--- config.mk ---
export PLATFORM = sky130hd
export DESIGN_NAME = ring_phase_tracker
export DESIGN_NICKNAME = d
export VERILOG_FILES = /design/src/rtl/ring_pkg.sv /design/src/rtl/ring_step_classifier.sv /design/src/rtl/ring_phase_tracker.sv
export SDC_FILE = /design/constraint.sdc
export NUM_CORES = 1
export LEC_CHECK = 0
export ABC_AREA = 0
export CORE_ASPECT_RATIO = 1.25
export CORE_UTILIZATION = 54
export CTS_BUF_LIST = sky130_fd_sc_hd__clkbuf_16
export CTS_CLUSTER_SIZE = 40
export DETAILED_ROUTE_END_ITERATION = 6
export GPL_TIMING_DRIVEN = 0
export PLACE_DENSITY_LB_ADDON = 0.12
export SLEW_MARGIN = 30
export SYNTH_ARGS = -nofsm -noshare
export SYNTH_HDL_FRONTEND = slang
export SYNTH_SLANG_ARGS = --single-unit
--- constraint.sdc ---
create_clock -name clk -period 3.2 [get_ports clk]
set_input_delay 0.32 -clock clk [delete_from_list [all_inputs] [get_ports clk]]
set_output_delay 0.32 -clock clk [all_outputs]
set_load 0.01 [all_outputs]
--- src/rtl/ring_pkg.sv ---
// ring_pkg
// Shared types and helpers for the ring phase tracker: FSM state encoding,
// per-sample step classification codes, and rotate helpers that work on any
// ring width up to MAX_W bits.
package ring_pkg;

   localparam int MAX_W = 64;

   typedef enum logic [1:0] {
      ST_SYNC   = 2'd0,
      ST_TRACK  = 2'd1,
      ST_LOCKED = 2'd2,
      ST_ERROR  = 2'd3
   } state_t;

   typedef enum logic [2:0] {
      CL_HOLD  = 3'd0,
      CL_AMBIG = 3'd1,
      CL_LEFT  = 3'd2,
      CL_RIGHT = 3'd3,
      CL_BAD   = 3'd4
   } step_class_t;

   // Rotate the low w bits of v left by one; bits at and above w come back 0.
   function automatic logic [MAX_W-1:0] rot_left(input logic [MAX_W-1:0] v, input int w);
      logic [MAX_W-1:0] r;
      r = '0;
      for (int i = 1; i < MAX_W; i++) begin
         if (i < w) r[i] = v[i-1];
      end
      r[0] = v[w-1];
      return r;
   endfunction

   // Rotate the low w bits of v right by one; bits at and above w come back 0.
   function automatic logic [MAX_W-1:0] rot_right(input logic [MAX_W-1:0] v, input int w);
      logic [MAX_W-1:0] r;
      r = '0;
      for (int i = 0; i < MAX_W-1; i++) begin
         if (i < w-1) r[i] = v[i+1];
      end
      r[w-1] = v[0];
      return r;
   endfunction

endpackage

--- src/rtl/ring_step_classifier.sv ---
// ring_step_classifier
// Combinational classification of a new ring sample against the previous one.
// Ports:
//   cur   - new ring sample
//   prev  - stored previous sample
//   kind  - HOLD / AMBIG / LEFT / RIGHT / BAD
module ring_step_classifier
   import ring_pkg::*;
#(
   parameter int WIDTH = 8
) (
   input  logic [WIDTH-1:0] cur,
   input  logic [WIDTH-1:0] prev,
   output step_class_t      kind
);

   logic [WIDTH-1:0] rl;
   logic [WIDTH-1:0] rr;

   assign rl = WIDTH'(rot_left(MAX_W'(prev), WIDTH));
   assign rr = WIDTH'(rot_right(MAX_W'(prev), WIDTH));

   // HOLD is tested first: uniform patterns equal both of their own rotations.
   always_comb begin
      kind = CL_BAD;
      if (cur == prev)                 kind = CL_HOLD;
      else if (cur == rl && cur == rr) kind = CL_AMBIG;
      else if (cur == rl)              kind = CL_LEFT;
      else if (cur == rr)              kind = CL_RIGHT;
   end

endmodule

--- src/rtl/ring_phase_tracker.sv ---
// ring_phase_tracker
// Follows a one-hot/shifting ring counter from its sampled output, locks onto
// a rotation direction, counts revolutions and flags direction/pattern errors.
// Ports:
//   clk, rst    - clock, async active-high reset
//   ring_in     - ring counter sample, qualified by ring_valid
//   clr_err     - leaves ERROR back to SYNC
//   locked, dir - lock status and locked direction (1 = left)
//   rev_count   - revolutions since lock, rev_tick pulses per revolution
//   err         - sticky error, err_count saturating error event count
//
// state     | meaning
// ----------+-------------------------------------------------------
// SYNC      | waiting for first non-HOLD sample to seed prev
// TRACK     | counting consecutive same-direction steps toward lock
// LOCKED    | locked; counting steps and revolutions in dir
// ERROR     | bad or reversed step seen while locked; await clr_err
module ring_phase_tracker
   import ring_pkg::*;
#(
   parameter int WIDTH    = 8,
   parameter int LOCK_CNT = 2,
   parameter int REV_W    = 16
) (
   input  logic             clk,
   input  logic             rst,
   input  logic [WIDTH-1:0] ring_in,
   input  logic             ring_valid,
   input  logic             clr_err,
   output logic             locked,
   output logic             dir,
   output logic [REV_W-1:0] rev_count,
   output logic             rev_tick,
   output logic             err,
   output logic [7:0]       err_count
);

   localparam int RUN_W = $clog2(LOCK_CNT + 1);
   localparam int SC_W  = (WIDTH > 1) ? $clog2(WIDTH) : 1;

   state_t           state, state_n;
   step_class_t      kind;
   logic [WIDTH-1:0] prev, prev_n;
   logic [RUN_W-1:0] run, run_n;
   logic             trk_dir, trk_dir_n;
   logic [SC_W-1:0]  step_cnt, step_cnt_n;
   logic             locked_n, dir_n, rev_tick_n, err_n;
   logic [REV_W-1:0] rev_count_n;
   logic [7:0]       err_count_n;
   logic             step;
   logic             step_left;

   ring_step_classifier #(.WIDTH(WIDTH)) u_classifier (
      .cur  (ring_in),
      .prev (prev),
      .kind (kind)
   );

   assign step      = ring_valid && (kind != CL_HOLD);
   assign step_left = (kind == CL_LEFT);

   always_ff @(posedge clk or posedge rst) begin
      if (rst) begin
         state     <= ST_SYNC;
         prev      <= '0;
         run       <= '0;
         trk_dir   <= 1'b0;
         step_cnt  <= '0;
         locked    <= 1'b0;
         dir       <= 1'b0;
         rev_count <= '0;
         rev_tick  <= 1'b0;
         err       <= 1'b0;
         err_count <= '0;
      end else begin
         state     <= state_n;
         prev      <= prev_n;
         run       <= run_n;
         trk_dir   <= trk_dir_n;
         step_cnt  <= step_cnt_n;
         locked    <= locked_n;
         dir       <= dir_n;
         rev_count <= rev_count_n;
         rev_tick  <= rev_tick_n;
         err       <= err_n;
         err_count <= err_count_n;
      end
   end

   always_comb begin
      state_n     = state;
      prev_n      = prev;
      run_n       = run;
      trk_dir_n   = trk_dir;
      step_cnt_n  = step_cnt;
      dir_n       = dir;
      rev_count_n = rev_count;
      rev_tick_n  = 1'b0;
      err_count_n = err_count;

      // clr_err in ERROR discards a coincident sample entirely.
      if (step && !(state == ST_ERROR && clr_err)) prev_n = ring_in;

      case (state)
         ST_SYNC: begin
            if (step) begin
               state_n = ST_TRACK;
               run_n   = '0;
            end
         end
         ST_TRACK: begin
            if (step) begin
               case (kind)
                  CL_LEFT, CL_RIGHT: begin
                     // run == 0 means no direction established yet.
                     if (run != '0 && step_left == trk_dir) run_n = run + RUN_W'(1);
                     else                                   run_n = RUN_W'(1);
                     trk_dir_n = step_left;
                  end
                  CL_AMBIG: run_n = run + RUN_W'(1);
                  default:  run_n = '0;
               endcase
               if (run_n == RUN_W'(LOCK_CNT)) begin
                  state_n     = ST_LOCKED;
                  dir_n       = trk_dir_n;
                  step_cnt_n  = '0;
                  rev_count_n = '0;
                  run_n       = '0;
               end
            end
         end
         ST_LOCKED: begin
            if (step) begin
               if (kind == CL_AMBIG || (kind == CL_LEFT && dir) || (kind == CL_RIGHT && !dir)) begin
                  if (step_cnt == SC_W'(WIDTH - 1)) begin
                     step_cnt_n  = '0;
                     rev_tick_n  = 1'b1;
                     rev_count_n = rev_count + REV_W'(1);
                  end else begin
                     step_cnt_n  = step_cnt + SC_W'(1);
                  end
               end else begin
                  state_n = ST_ERROR;
                  if (err_count != 8'hFF) err_count_n = err_count + 8'd1;
               end
            end
         end
         ST_ERROR: begin
            if (clr_err) state_n = ST_SYNC;
         end
         default: state_n = ST_SYNC;
      endcase

      locked_n = (state_n == ST_LOCKED);
      err_n    = (state_n == ST_ERROR);
   end

endmodule

# After elaboration in Yosys (flattened, before gate mapping)
# Index checks and enable logic that the tools add are counted.
# totals
reg_bits	44
latch_bits	0
ramBits	0
rom_bits	0
inputBits	12
output_inout_bits	28
wordCells	96
memories	0
# classes
add_sub_neg	4
multipliers	0
div_mod_pow	0
magnitude_cmp	0
eq_ne	21
shifts	0
muxes	36
n_bitwise	1
n_reduce_logical	23
# ops
cell	count
two-way mux 16 bit	5
case mux 16 bit (2 select lines)	1
two-way mux 3 bit	9
== test 8 bit	3
two-way mux 2 bit	12
adder 16 x 1 -> 16 bit (second input constant)	1
!= test 2 bit (second input constant)	6
== test 2 bit (second input constant)	5
adder 8 x 1 -> 8 bit (second input constant)	1
!= test 8 bit (second input constant)	1
case mux 2 bit (2 select lines)	2
case mux 2 bit (4 select lines)	1
logical AND 1 bit	7
== test 3 x 2 -> 1 bit (second input constant)	2
case mux 3 bit (2 select lines)	1
AND reduction 3 bit	2
AND reduction 6 bit	1
nonzero test 2 bit	3
two-way mux 1 bit	5
AND reduction 5 bit	1
AND reduction 4 bit	1
adder 3 x 1 -> 3 bit (second input constant)	1
== test 3 x 1 -> 1 bit (second input constant)	1
== test 3 bit (second input constant)	1
other kinds (10)	12

# Longest topological paths before layout
# Gate-level depths: netlist (run 1).
# logic_depth
depth_word	17
ltp_mapped	13
mapped_depth_nobuf	10

# Hierarchy
# A second synthesis (run 1) with hierarchy kept.
# hier_totals
hier_cells	282
area_unflattened_um2	2781.4
# by_module_without_submodules
mod	instances	cells_each	area_each_um2	seq_area_each_um2
ring_phase_tracker	1	246	2488.6	1101.1
ring_step_classifier	1	36	292.8	0.0

# Least setup slack after synthesis (run 1)
# Ideal clock, no wire load.
# synth_path
path_kind	reg2reg
start	register prev[0]
end	register err_count[1]
setup_time_ns	0.127
arrival_ns	2.526
t_required_ns	3.073
setup_slack_ns	0.546
stages_incl_launch_ff	12
n_path_buf	2
synth_period_minus_slack_ns	2.654
path_cell_list	dfrtp_1 xnor2_1 and4_1 clkbuf_1 nand2_1 ha_1 nand2_1 and3_1 o21ai_2 o2111a_1 buf_4 mux2_1
# synth_via
elab_chain_len	11
elab_cells_between_ends	19
cone_classes	6 x eq/ne; 4 x mux; 1 x bitwise; 8 x reduce/logical
# synth_rtl
element	line	rtl
start, declared	ring_phase_tracker.sv:43	logic [WIDTH-1:0] prev, prev_n;
start signal, assigned	ring_phase_tracker.sv:77	prev <= prev_n;
== test 8 bit	ring_step_classifier.sv:27, ring_step_classifier.sv:29	
two-way mux 3 bit	ring_step_classifier.sv:29	else if (cur == rr) kind = CL_RIGHT;
two-way mux 3 bit	ring_step_classifier.sv:28	else if (cur == rl) kind = CL_LEFT;
two-way mux 3 bit	ring_step_classifier.sv:27	else if (cur == rl && cur == rr) kind = CL_AMBIG;
two-way mux 3 bit (*)	ring_step_classifier.sv:26	if (cur == prev) kind = CL_HOLD;
== test 3 x 2 -> 1 bit	ring_phase_tracker.sv:134	if (kind == CL_AMBIG || (kind == CL_LEFT && dir) || (kind == CL_RIGHT && !dir)) begin
logical AND 1 bit	ring_phase_tracker.sv:134	
logical OR 1 bit (2 in a row)	ring_phase_tracker.sv:134	
inverter 1 bit (no source line)	n/a	
AND reduction 4 bit (no source line) (*)	n/a	
end signal, assigned	ring_phase_tracker.sv:86	err_count <= err_count_n;
end, declared	ring_phase_tracker.sv:35	output logic [7:0] err_count
# Every way passes the cells marked *; elsewhere a longest branch is shown, timed or not.
# A chain may end at the register's enable or synchronous reset.

# Final worst setup path (run 1)
# layout_path
start	input ring_in[1]
end	register err_count[1]
# layout_via
elab_chain_len	11
elab_cells_between_ends	19
cone_classes	6 x eq/ne; 4 x mux; 1 x bitwise; 8 x reduce/logical
# layout_rtl
element	line	rtl
start, declared	ring_phase_tracker.sv:27	input logic [WIDTH-1:0] ring_in,
== test 8 bit	ring_step_classifier.sv:27, ring_step_classifier.sv:29	
two-way mux 3 bit	ring_step_classifier.sv:29	
two-way mux 3 bit	ring_step_classifier.sv:28	
two-way mux 3 bit	ring_step_classifier.sv:27	
two-way mux 3 bit (*)	ring_step_classifier.sv:26	
== test 3 x 2 -> 1 bit	ring_phase_tracker.sv:134	
logical AND 1 bit	ring_phase_tracker.sv:134	
logical OR 1 bit (2 in a row)	ring_phase_tracker.sv:134	
inverter 1 bit (no source line)	n/a	
AND reduction 4 bit (no source line) (*)	n/a	
# Marked as above.

==> summary.md, run 1 <==
| Metric | Value |
|---|---|
| Outcome | completed |
| Critical Path Sink | err_count[1] |
| Minimum clock period | 3.022 ns |
| Detailed placer's ending HPWL | 4.189 mm |
| Max Clk Rate | 330.9 MHz |
| CTS max path bufs | 2 |
| H-tree depth | 2 |
| CTS Sinks | 44 |
| Reg2reg setup slack | 0.32 ns |
| DR top layer | met4 |
| Syn avg cell area | 9.296 um2 |
| First-pass GRT wire length | 9.832 mm |
| Per-cell routed wire length | 14.87 um |
| R2R cell count | 10 |
| CP required | 3.36 ns |
| Number of vias per cell | 5.726 |
| Rows | 28 |
| R2R Path End | err_count[1] |
| CP arrival | 3.18 ns |
| Metal-1 WL | 2.596 mm |
| Detailed Route Iter0 Violations | 151 |
| Post-synth cell types | 48 |
| CP Buf/Inv Count | 2 |
| Clk_lat worst skew | 0.29 ns |
| Worst path top cell family by delay | simple AND/OR/NAND/NOR gates |
| Synth Net Count | 302 |
| #FFs+latches synth | 44 |
| Antenna Cells | 0 |
| Pleak | 1.451 nW |
| CTS buffer count | 5 |
| Total global routing overflow | 0 |
| Clock-pin slew on the worst setup and hold paths | 0.06 ns |
| Worst-Margin Slew | 0.5624 ns |
| Final Hold Fails | 0 |
| CP Launch Type | input port |
| Ys Warns | 0 |
| Total wire length | 5.814 mm |
| Critical path, cell by cell | clkdlybuf4s50_1 -> xnor2_1 -> and4_2 -> nand2_1 -> ha_1 -> nand2_1 -> and3_1 -> o21ai_2 -> o2111a_1 -> buf_4 -> mux2_1 |
| Post-route design area | 3298 um2 |
| Post-route ant nets | 0 |
| Post-DP Area | 3133 um2 |
| Core area | 4730 um2 |
| Final Setup Violations | 0 |
| Cell mode on critical path | nand2_1 |
| I/O pin total | 40 |
| Most frequent cells in the layout | dfrtp_1 (44), clkdlybuf4s50_1 (39), nand2_1 (34), inv_1 (17), xor2_1 (17) |
| Area growth from synthesis to layout | 24.93% |
| Post CTS Setup Buffer Count | 0 |
| RSZ-0062 raised after global routing | true |
| IR Drop Worst-Case VDD | 0.2947 mV |
| WL met3 | 256 um |
| Slew Limit Headroom | 62.46% |
| Vias | 2239 |
| PwrDens | 392.0 nW/um2 |
| Worst hold path type | in -> async |
| Die area | 5174 um2 |
| Residual DRC count | 0 |
| Ys flop type | dfrtp_1 |
| Final worst path period share | 94.45% |
| MaxCap Viol Count | 0 |
| Slowest cell on the critical path | clkdlybuf4s50_1 |
| Origin of the critical flop-to-flop path | prev[2] |
| Total GRT Usage | 24.79% |
| Largest net degree at the start of global routing | 25 |
| Fin. max-slew vios | 0 |
| Asr flop ratio synth | 100.0% |
| Share of layout cells above drive strength 1 | 11.48% |
| Sequential-to-total area share from yosys stat | 41.71% |
| Antenna violations before repair | 0 |
| Commonest non-fill, non-tap cell in the layout | dfrtp_1 |
| Crit path launch | ring_in[1] |
| Min Hold Slack | 0.4038 ns |
| Post-synth EDFFs | 0 |
| Crit end category | register |
| Critical path type | in -> reg |
| Critical Path Stages | 11 |
| Syn Std Cell Area | 2640 um2 |
| WL met2 | 2.878 mm |
| CTS tree | done |
| Die Span Y | 80.18 um |
| Final net count | 348 |
| Clk root buf | clkbuf_16 |
| Mapped Cells | 284 |
| Buffers on Ports | 39 |
| Crit-path max FO | 8 |
| Starting Density | 55.82% |
| RePlAce Congestion | 0.8334 |
| TritonRoute pass-1 iters | 4 |
| Number of global-route vias before repair | 2137 |
| DIE WIDTH | 64.54 um |
| Fin Clk Skew | 0.007383 ns |
| Worst path max stage delay | 0.51 ns |
## per-layer routing
| metal | track usage, % | vias up |
|---|---|---|
| met1 | 31.00 | 1083 |
| met3 | 4.403 | 5 |
| met2 | 42.74 | 60 |
| li1 | - | 1091 |
| met5 | 0 | - |
| met4 | 8.444 | 0 |
## timing repair
item / CTS / global route
hold endpoints to repair: 0 / 0
hold buffers: 0 / 0
gates resized for setup: 0 / 4
endpoints found under the setup margin: 0 / 38
## worst register-to-register path: stages, from the launching register on
cell and delay (ns):
dfrtp_1 0.43, xnor2_1 0.24, and4_2 0.34, nand2_1 0.09
ha_1 0.36, nand2_1 0.10, and3_1 0.21, o21ai_2 0.26
o2111a_1 0.23, buf_4 0.15, mux2_1 0.33
## registers in the layout (all words and copies together), names as in the netlist
name	cells
state	2
rev_count	16
run	2
trk_dir	1
prev	8
dir	1
locked	1
err	1
step_cnt	3
rev_tick	1
err_count	8
## cell type report
| cell class | instances | area, um2 |
|---|---|---|
| Clock buffer | 5 | 125.1 |
| Fill cell | 372 | 1431 |
| Tap cell | 60 | 75.07 |
| Sequential cell | 44 | 1101 |
| Multi-Input combinational cell | 213 | 1420 |
| Inverter | 17 | 63.81 |
| Timing Repair Buffer | 40 | 417.9 |
| Clock inverter | 3 | 38.79 |
| Buffer | 9 | 56.30 |
## worst min-delay path by stage
stage | from | endpoint | slack, ns | cells past startpoint
floorplan | ring_in[0] | prev[0] | 0.47 | 1
global placement | err_count[5] | err_count[5] | 0.49 | 1
detailed placement | err_count[5] | err_count[5] | 0.49 | 1
CTS | rst | prev[2] | 0.43 | 2
global route | rst | prev[1] | 0.47 | 2
finish | rst | prev[2] | 0.40 | 2
## kinds of logic after synthesis
family	synth area share, %
adders and majority gates	2.844
xor gates and xnor gates	10.28
DFF	41.71
buffers and inverters	4.645
muxes	5.829
and+or+nand+nor	20.52
AOI/OAI and AO/OA	14.17
## through the flow
stage	cells	TNS (ns)	util, %	power (mW)	worst slack (ns)
after global routing	391	-0.01670	69.74	1.334	-0.01670
after CTS	392	0	69.71	1.301	0.01083
after floorplan	284	0	-	0.6810	0.5461
after detailed placement	384	-6.591	66.24	0.7280	-0.2659
after global placement	383	-5.916	65.66	0.7209	-0.2445
final	391	0	69.74	1.293	0.1776
## cell usage after synthesis, types with 3 or more instances
library cell / count / area [um2]
nand4_1: 10 / 62.56
nor4_1: 5 / 31.28
mux2i_1: 3 / 30.03
ha_1: 6 / 75.07
and3_1: 5 / 31.28
clkbuf_1: 5 / 18.77
mux2_2: 9 / 101.4
nand2_1: 35 / 131.4
xor2_1: 17 / 148.9
a21oi_1: 16 / 80.08
a31oi_1: 7 / 43.79
dfrtp_1: 44 / 1101
o21ai_1: 5 / 25.02
and2_1: 3 / 18.77
xnor2_1: 14 / 122.6
nor2_1: 16 / 60.06
o21ai_0: 11 / 55.05
nand3_1: 15 / 75.07
inv_1: 17 / 63.81
nor4_2: 3 / 37.54
## report_power, final
group          leakage (nW)  switching [mW]  internal, mW
logic                 0.833          0.0681        0.0622
registers             0.534          0.0183         0.568
clock network        0.0850           0.212         0.364
Power figures use the tool's default switching activity.
==> run 2: changes to the inputs <==
--- a/config.mk
+++ b/config.mk
@@ -6,8 +6,11 @@
 export NUM_CORES = 1
 export LEC_CHECK = 0
 export ABC_AREA = 0
+export CAP_MARGIN = 20
+export CELL_PAD_IN_SITES_DETAIL_PLACEMENT = 0
+export CELL_PAD_IN_SITES_GLOBAL_PLACEMENT = 1
 export CORE_ASPECT_RATIO = 1.25
-export CORE_UTILIZATION = 54
+export CORE_UTILIZATION = 41
 export CTS_BUF_LIST = sky130_fd_sc_hd__clkbuf_16
 export CTS_CLUSTER_SIZE = 40
 export DETAILED_ROUTE_END_ITERATION = 6
==> constraint.sdc (replaced) <==
create_clock -name clk -period 3.2 [get_ports clk]
set_input_delay 0.48 -clock clk [delete_from_list [all_inputs] [get_ports clk]]
set_output_delay 0.48 -clock clk [all_outputs]
set_load 0.01 [all_outputs]
==> run 2 against run 1 <==
Effect of this change: global-route usage down 4.5 points; first-iteration DRC count is 38% lower; sequential share of layout area decreased by 1.4 points; worst setup slack lost 0.071 ns; wire length is 6.4% higher; highest routed layer unchanged.
==> summary.md, run 2 (synthesis results as in run 1) <==
| Metric | Value |
|---|---|
| Outcome | completed |
| Total global routing overflow | 0 |
| Pleak | 1.556 nW |
| Origin of the critical flop-to-flop path | prev[7] |
| Core area | 6206 um2 |
| Final Setup Violations | 0 |
| Antenna violations before repair | 0 |
| Largest regs | rev_count: 16 flops, err_count: 8 flops, prev: 8 flops |
| Slew Limit Headroom | 62.69% |
| Total wire length | 6.185 mm |
| Residual DRC count | 0 |
| RSZ-0062 raised after global routing | false |
| Minimum clock period | 3.093 ns |
| Setup ws final | 0.1067 ns |
| PwrDens | 380.2 nW/um2 |
| Largest net degree at the start of global routing | 45 |
| Detailed placer's ending HPWL | 4.368 mm |
| Number of flip-flops under the largest register name | 16 |
| Clk_lat worst skew | 0.28 ns |
| Storage element area | 1101 um2 |
| R2R Path End | err_count[1] |
| Worst hold path type | reg -> reg |
| MaxCap Viol Count | 0 |
| Crit end category | register |
| Rows | 32 |
| I/O pin total | 40 |
| Starting Density | 42.54% |
| Final net count | 349 |
| H-tree depth | 2 |
| Total power | 1.311 mW |
| Min Hold Slack | 0.4989 ns |
| CTS tree | done |
| Largest Register | rev_count |
| Fin. max-slew vios | 0 |
| Critical path type | in -> reg |
| DIE WIDTH | 73.77 um |
| Total GRT Usage | 20.27% |
| Die Span Y | 91.72 um |
| R2R cell count | 11 |
| Setup Slack @ Placement | -0.4232 ns |
| RePlAce Congestion | 0.8285 |
| Area growth from synthesis to layout | 30.57% |
| CP arrival | 3.26 ns |
| Commonest non-fill, non-tap cell in the layout | dfrtp_1 |
| Max Clk Rate | 323.3 MHz |
| Antenna Cells | 0 |
| Post-route ant nets | 0 |
| CTS Sinks | 44 |
| FILL cells | 579 |
| Clk root buf | clkbuf_16 |
| TritonRoute pass-1 iters | 4 |
| Area of the multi-input gates | 1509 um2 |
| Hold Buf Count CTS | 0 |
| Reg2reg setup slack | 0.35 ns |
| Number of global-route vias before repair | 2275 |
| Critical Path Sink | err_count[1] |
| Fin Clk Skew | 0.001876 ns |
| CP required | 3.37 ns |
| Detailed Route Iter0 Violations | 94 |
| Final worst path period share | 96.67% |
| Crit path launch | ring_in[1] |
| Final Hold Fails | 0 |
| Min-delay src | err_count[5] |
| CP Launch Type | input port |
| Share of layout cells above drive strength 1 | 15.06% |
| Worst-Margin Slew | 0.5597 ns |
| CTS max path bufs | 2 |
| Most frequent cells in the layout | dfrtp_1 (44), nand2_1 (34), clkdlybuf4s50_1 (32), xor2_1 (17) |
| First-pass GRT wire length | 10.61 mm |
| CTS buffer count | 5 |
| Clock-pin slew on the worst setup and hold paths | 0.06 ns |
| Setup TNS | 0 ns |
| Die area | 6766 um2 |
| Number of vias per cell | 5.319 |
| IR Drop Worst-Case VDD | 0.2598 mV |
| Crit-path max FO | 8 |
| Per-cell routed wire length | 14.83 um |
| Buffers on Ports | 39 |
| Vias | 2218 |
## run 2: cell types whose count changed in the layout (fill, tap and decap cells not counted), sizes merged
cell           delta
clkdlybuf4s50     -7
dlymetal6s2s      +7
clkbuf            +2
buf               -1
clkinvlp          +1
inv               -1
## run 2: cell type report
type | instances | area share (%)
Inverter | 17 | 1.924
Buffer | 9 | 1.779
Multi-Input combinational cell | 213 | 43.77
Clock inverter | 3 | 1.234
Tap cell | 85 | 3.085
Sequential cell | 44 | 31.94
Clock buffer | 5 | 3.630
Timing Repair Buffer | 41 | 12.63
## run 2: how the worst min path moves through the flow
stage               endpoint  slack [ns]  cells after the start
6_report        err_count[5]        0.50                      1
3_5_place_dp    err_count[5]        0.49                      1
3_3_place_gp    err_count[5]        0.49                      1
5_1_grt        rev_count[13]        0.54                      1
4_1_cts         err_count[5]        0.51                      1
2_1_floorplan         run[1]        0.51                      2
## run 2: routing by layer
metal | wire [um] | GRT usage [%] | share of wire, % | vias to the layer above
met5 | 0 | 0 | 0 | -
met4 | 57 | 5.288 | 0.92 | 0
met3 | 185 | 2.637 | 3.0 | 5
met2 | 3199 | 35.55 | 52 | 39
met1 | 2742 | 25.76 | 44 | 1074
li1 | - | - | - | 1100
## run 2: per-stage QoR
stage                     util, %  area, um2  cells
after floorplan                 -       2640    284
after CTS                   53.97       3349    415
final                       55.54       3447    417
after detailed placement    50.58       3139    408
after global routing        55.54       3447    417
after global placement      50.54       3137    408
## run 2: worst max-delay path, cell delays in order
cell	delay, ns
clkdlybuf4s50_1	0.51
xnor2_1	0.25
and4_4	0.30
nand2_1	0.08
ha_1	0.37
nand2_1	0.10
and3_2	0.26
o21ai_4	0.21
o2111a_1	0.22
buf_4	0.16
mux2_1	0.32
## run 2: where the power goes
| part | internal, mW | switching, mW | total, mW |
|---|---|---|---|
| logic | 0.0661 | 0.0738 | 0.140 |
| clock network | 0.367 | 0.215 | 0.582 |
| registers | 0.568 | 0.0205 | 0.588 |
| total | 1.00 | 0.310 | 1.31 |
## run 2: repair_timing
| action | CTS | global route |
|---|---|---|
| cloned | 0 | 0 |
| pin swaps | 0 | 2 |
| buffers inserted | 0 | 2 |
| resized for setup | 9 | 18 |
| setup endpoints to repair | 27 | 32 |
| hold endpoints to repair | 0 | 0 |
==> run 3: changes to the inputs <==
--- a/config.mk
+++ b/config.mk
@@ -10,7 +10,7 @@
 export CELL_PAD_IN_SITES_DETAIL_PLACEMENT = 0
 export CELL_PAD_IN_SITES_GLOBAL_PLACEMENT = 1
 export CORE_ASPECT_RATIO = 1.25
-export CORE_UTILIZATION = 41
+export CORE_UTILIZATION = 30
 export CTS_BUF_LIST = sky130_fd_sc_hd__clkbuf_16
 export CTS_CLUSTER_SIZE = 40
 export DETAILED_ROUTE_END_ITERATION = 6
==> run 3 against run 2 <==
Effect of this change: sequential power hardly changed; core utilization is 15 points lower; wire length is 6.6% higher; clock power is 2% lower; combinational power is 3% lower; via count is 1.7% lower; final area is 0.47% lower; non-clock buffer count is 1 lower; critical path depth is 1 higher; fmax is 5.6% higher; clock-buffer cell count stayed put.
==> summary.md, run 3 (synthesis results as in run 1) <==
| Metric | Value |
|---|---|
| Detailed Route Iter0 Violations | 52 |
| Number of vias per cell | 4.890 |
| Hold Path End | rev_count[13] |
| MaxCap Viol Count | 0 |
| Worst path top cell family by delay | simple AND/OR/NAND/NOR gates |
| Minimum clock period | 2.930 ns |
| Storage element area | 1101 um2 |
| Crit end category | register |
| Worst-Margin Slew | 0.6143 ns |
| Largest Register | rev_count |
| Number of global-route vias before repair | 2234 |
| Post-route ant nets | 0 |
| FILL cells | 831 |
| CTS buffer count | 5 |
| DIE WIDTH | 85.91 um |
| Crit-path max FO | 8 |
| Clk root buf | clkbuf_16 |
| Clock-pin slew on the worst setup and hold paths | 0.06 ns |
| Origin of the critical flop-to-flop path | prev[2] |
| Largest regs | rev_count: 16 flops, err_count: 8 flops, prev: 8 flops |
| CP Launch Type | input port |
| Commonest non-fill, non-tap cell in the layout | dfrtp_1 |
| Rows | 37 |
| Buffers on Ports | 39 |
| Vias | 2181 |
| CTS max path bufs | 2 |
| Final Setup Violations | 0 |
| Core area | 8379 um2 |
| IR Drop Worst-Case VDD | 0.2041 mV |
| I/O pin total | 40 |
| Hold Buf Count CTS | 0 |
| Total power | 1.296 mW |
| Final net count | 348 |
| Critical path, cell by cell | dlygate4sd2_1 -> xnor2_2 -> and4_4 -> buf_6 -> nand2_1 -> ha_4 -> nand2_1 -> and3_1 -> o21ai_4 -> o2111a_1 -> buf_4 -> mux2_1 |
| Starting Density | 31.51% |
| H-tree depth | 2 |
| Die Span Y | 106.9 um |
| R2R cell count | 10 |
| Min Hold Slack | 0.5017 ns |
| Placed Cells | 440 |
| Residual DRC count | 0 |
| Share of layout cells above drive strength 1 | 13.07% |
| Area growth from synthesis to layout | 29.95% |
| Antenna Cells | 0 |
| WHS Path Cells | 1 |
| CP Buf/Inv Count | 3 |
| R2R Path End | err_count[1] |
| PwrDens | 377.6 nW/um2 |
| Reg2reg setup slack | 0.35 ns |
| Slew Limit Headroom | 59.05% |
| Final Hold Fails | 0 |
| Slowest cell on the critical path | ha_4 |
| Fin. max-slew vios | 0 |
| Fin Clk Skew | 0.004501 ns |
| Detailed placer's ending HPWL | 4.675 mm |
| Most frequent cells in the layout | dfrtp_1 (44), nand2_1 (35), clkdlybuf4s50_1 (31), xor2_1 (17) |
| Cell mode on critical path | nand2_1 |
| CTS tree | done |
| Total wire length | 6.595 mm |
| Worst hold path type | reg -> reg |
| Outcome | completed |
| Post-route design area | 3431 um2 |
| CTS Sinks | 44 |
| Clk_lat worst skew | 0.28 ns |
| Min-delay src | rev_count[13] |
| Critical path type | in -> reg |
| Total global routing overflow | 0 |
| CP arrival | 3.10 ns |
| Worst path max stage delay | 0.32 ns |
| Post-DP Area | 3179 um2 |
| RePlAce Congestion | 0.7395 |
| Number of flip-flops under the largest register name | 16 |
| Layout Cells excl Fill | 446 |
| CP required | 3.37 ns |
| Largest net degree at the start of global routing | 45 |
| First-pass GRT wire length | 11.07 mm |
| Antenna violations before repair | 0 |
| Per-cell routed wire length | 14.79 um |
| Area of the multi-input gates | 1491 um2 |
| Total GRT Usage | 15.52% |
| TritonRoute pass-1 iters | 4 |
| Pleak | 1.529 nW |
| Die area | 9182 um2 |
| RSZ-0062 raised after global routing | false |
| Max Clk Rate | 341.3 MHz |
| Final worst path period share | 91.56% |
run 3: cell count changes in the layout (fill, tap and decap cells not counted), sizes merged:
| cell | delta |
|---|---|
| buf | +1 |
| clkdlybuf4s50 | -1 |
| clkinvlp | -1 |
| clkbuf | -2 |
| dlygate4sd2 | +1 |
| clkinv | -1 |
run 3: layout make-up:
class                   instances  share of cell area (%)
multi-input cells             213                   43.47
flip-flops and latches         44                   32.09
repair buffers                 40                   12.07
well taps                     117                   4.267
clock buffers                   5                   3.647
inverters                      17                   1.933
plain buffers                   9                   1.641
clock inverters                 1                  0.8753
run 3: worst max-delay path by stage:
stage / startpoint / endpoint / slack, ns / cells past startpoint
2_1_floorplan: ring_in[7] / err_count[1] / 0.48 / 11
3_3_place_gp: ring_in[7] / rev_count[13] / -0.50 / 14
3_5_place_dp: ring_in[7] / err_count[1] / -0.49 / 12
4_1_cts: ring_in[7] / err_count[1] / 0.009 / 11
5_1_grt: ring_in[0] / err_count[1] / 0.14 / 12
6_report: ring_in[0] / err_count[1] / 0.27 / 12
run 3: layer usage:
layer  vias up  track usage [%]  share of wire (%)  wire length [um]
met2        28            26.70                 49              3254
li1       1094                -                  -                 -
met5         -                0                  0                 0
met3         6            2.232                2.0               132
met4         0            6.190                1.8               119
met1      1053            19.37                 47              3089
run 3: power breakdown:
group          switching (mW)  total, mW  internal [mW]
combinational          0.0711      0.136         0.0647
sequential             0.0209      0.589          0.568
clock                   0.211      0.571          0.360
run 3: what timing repair did:
action	CTS	global route
gates resized for setup	7	13
endpoints found under the setup margin	35	39
buffers inserted	0	1
pin swaps	0	4
cloned	0	0
run 3: metrics by stage:
stage / setup slack [ns] / TNS (ns) / util (%)
2_1_floorplan: 0.4788 / 0 / -
3_3_place_gp: -0.4957 / -16.15 / 37.91
3_5_place_dp: -0.4925 / -16.11 / 37.94
4_1_cts: 0.008647 / 0 / 40.12
5_1_grt: 0.1402 / 0 / 40.94
6_report: 0.2701 / 0 / 40.94
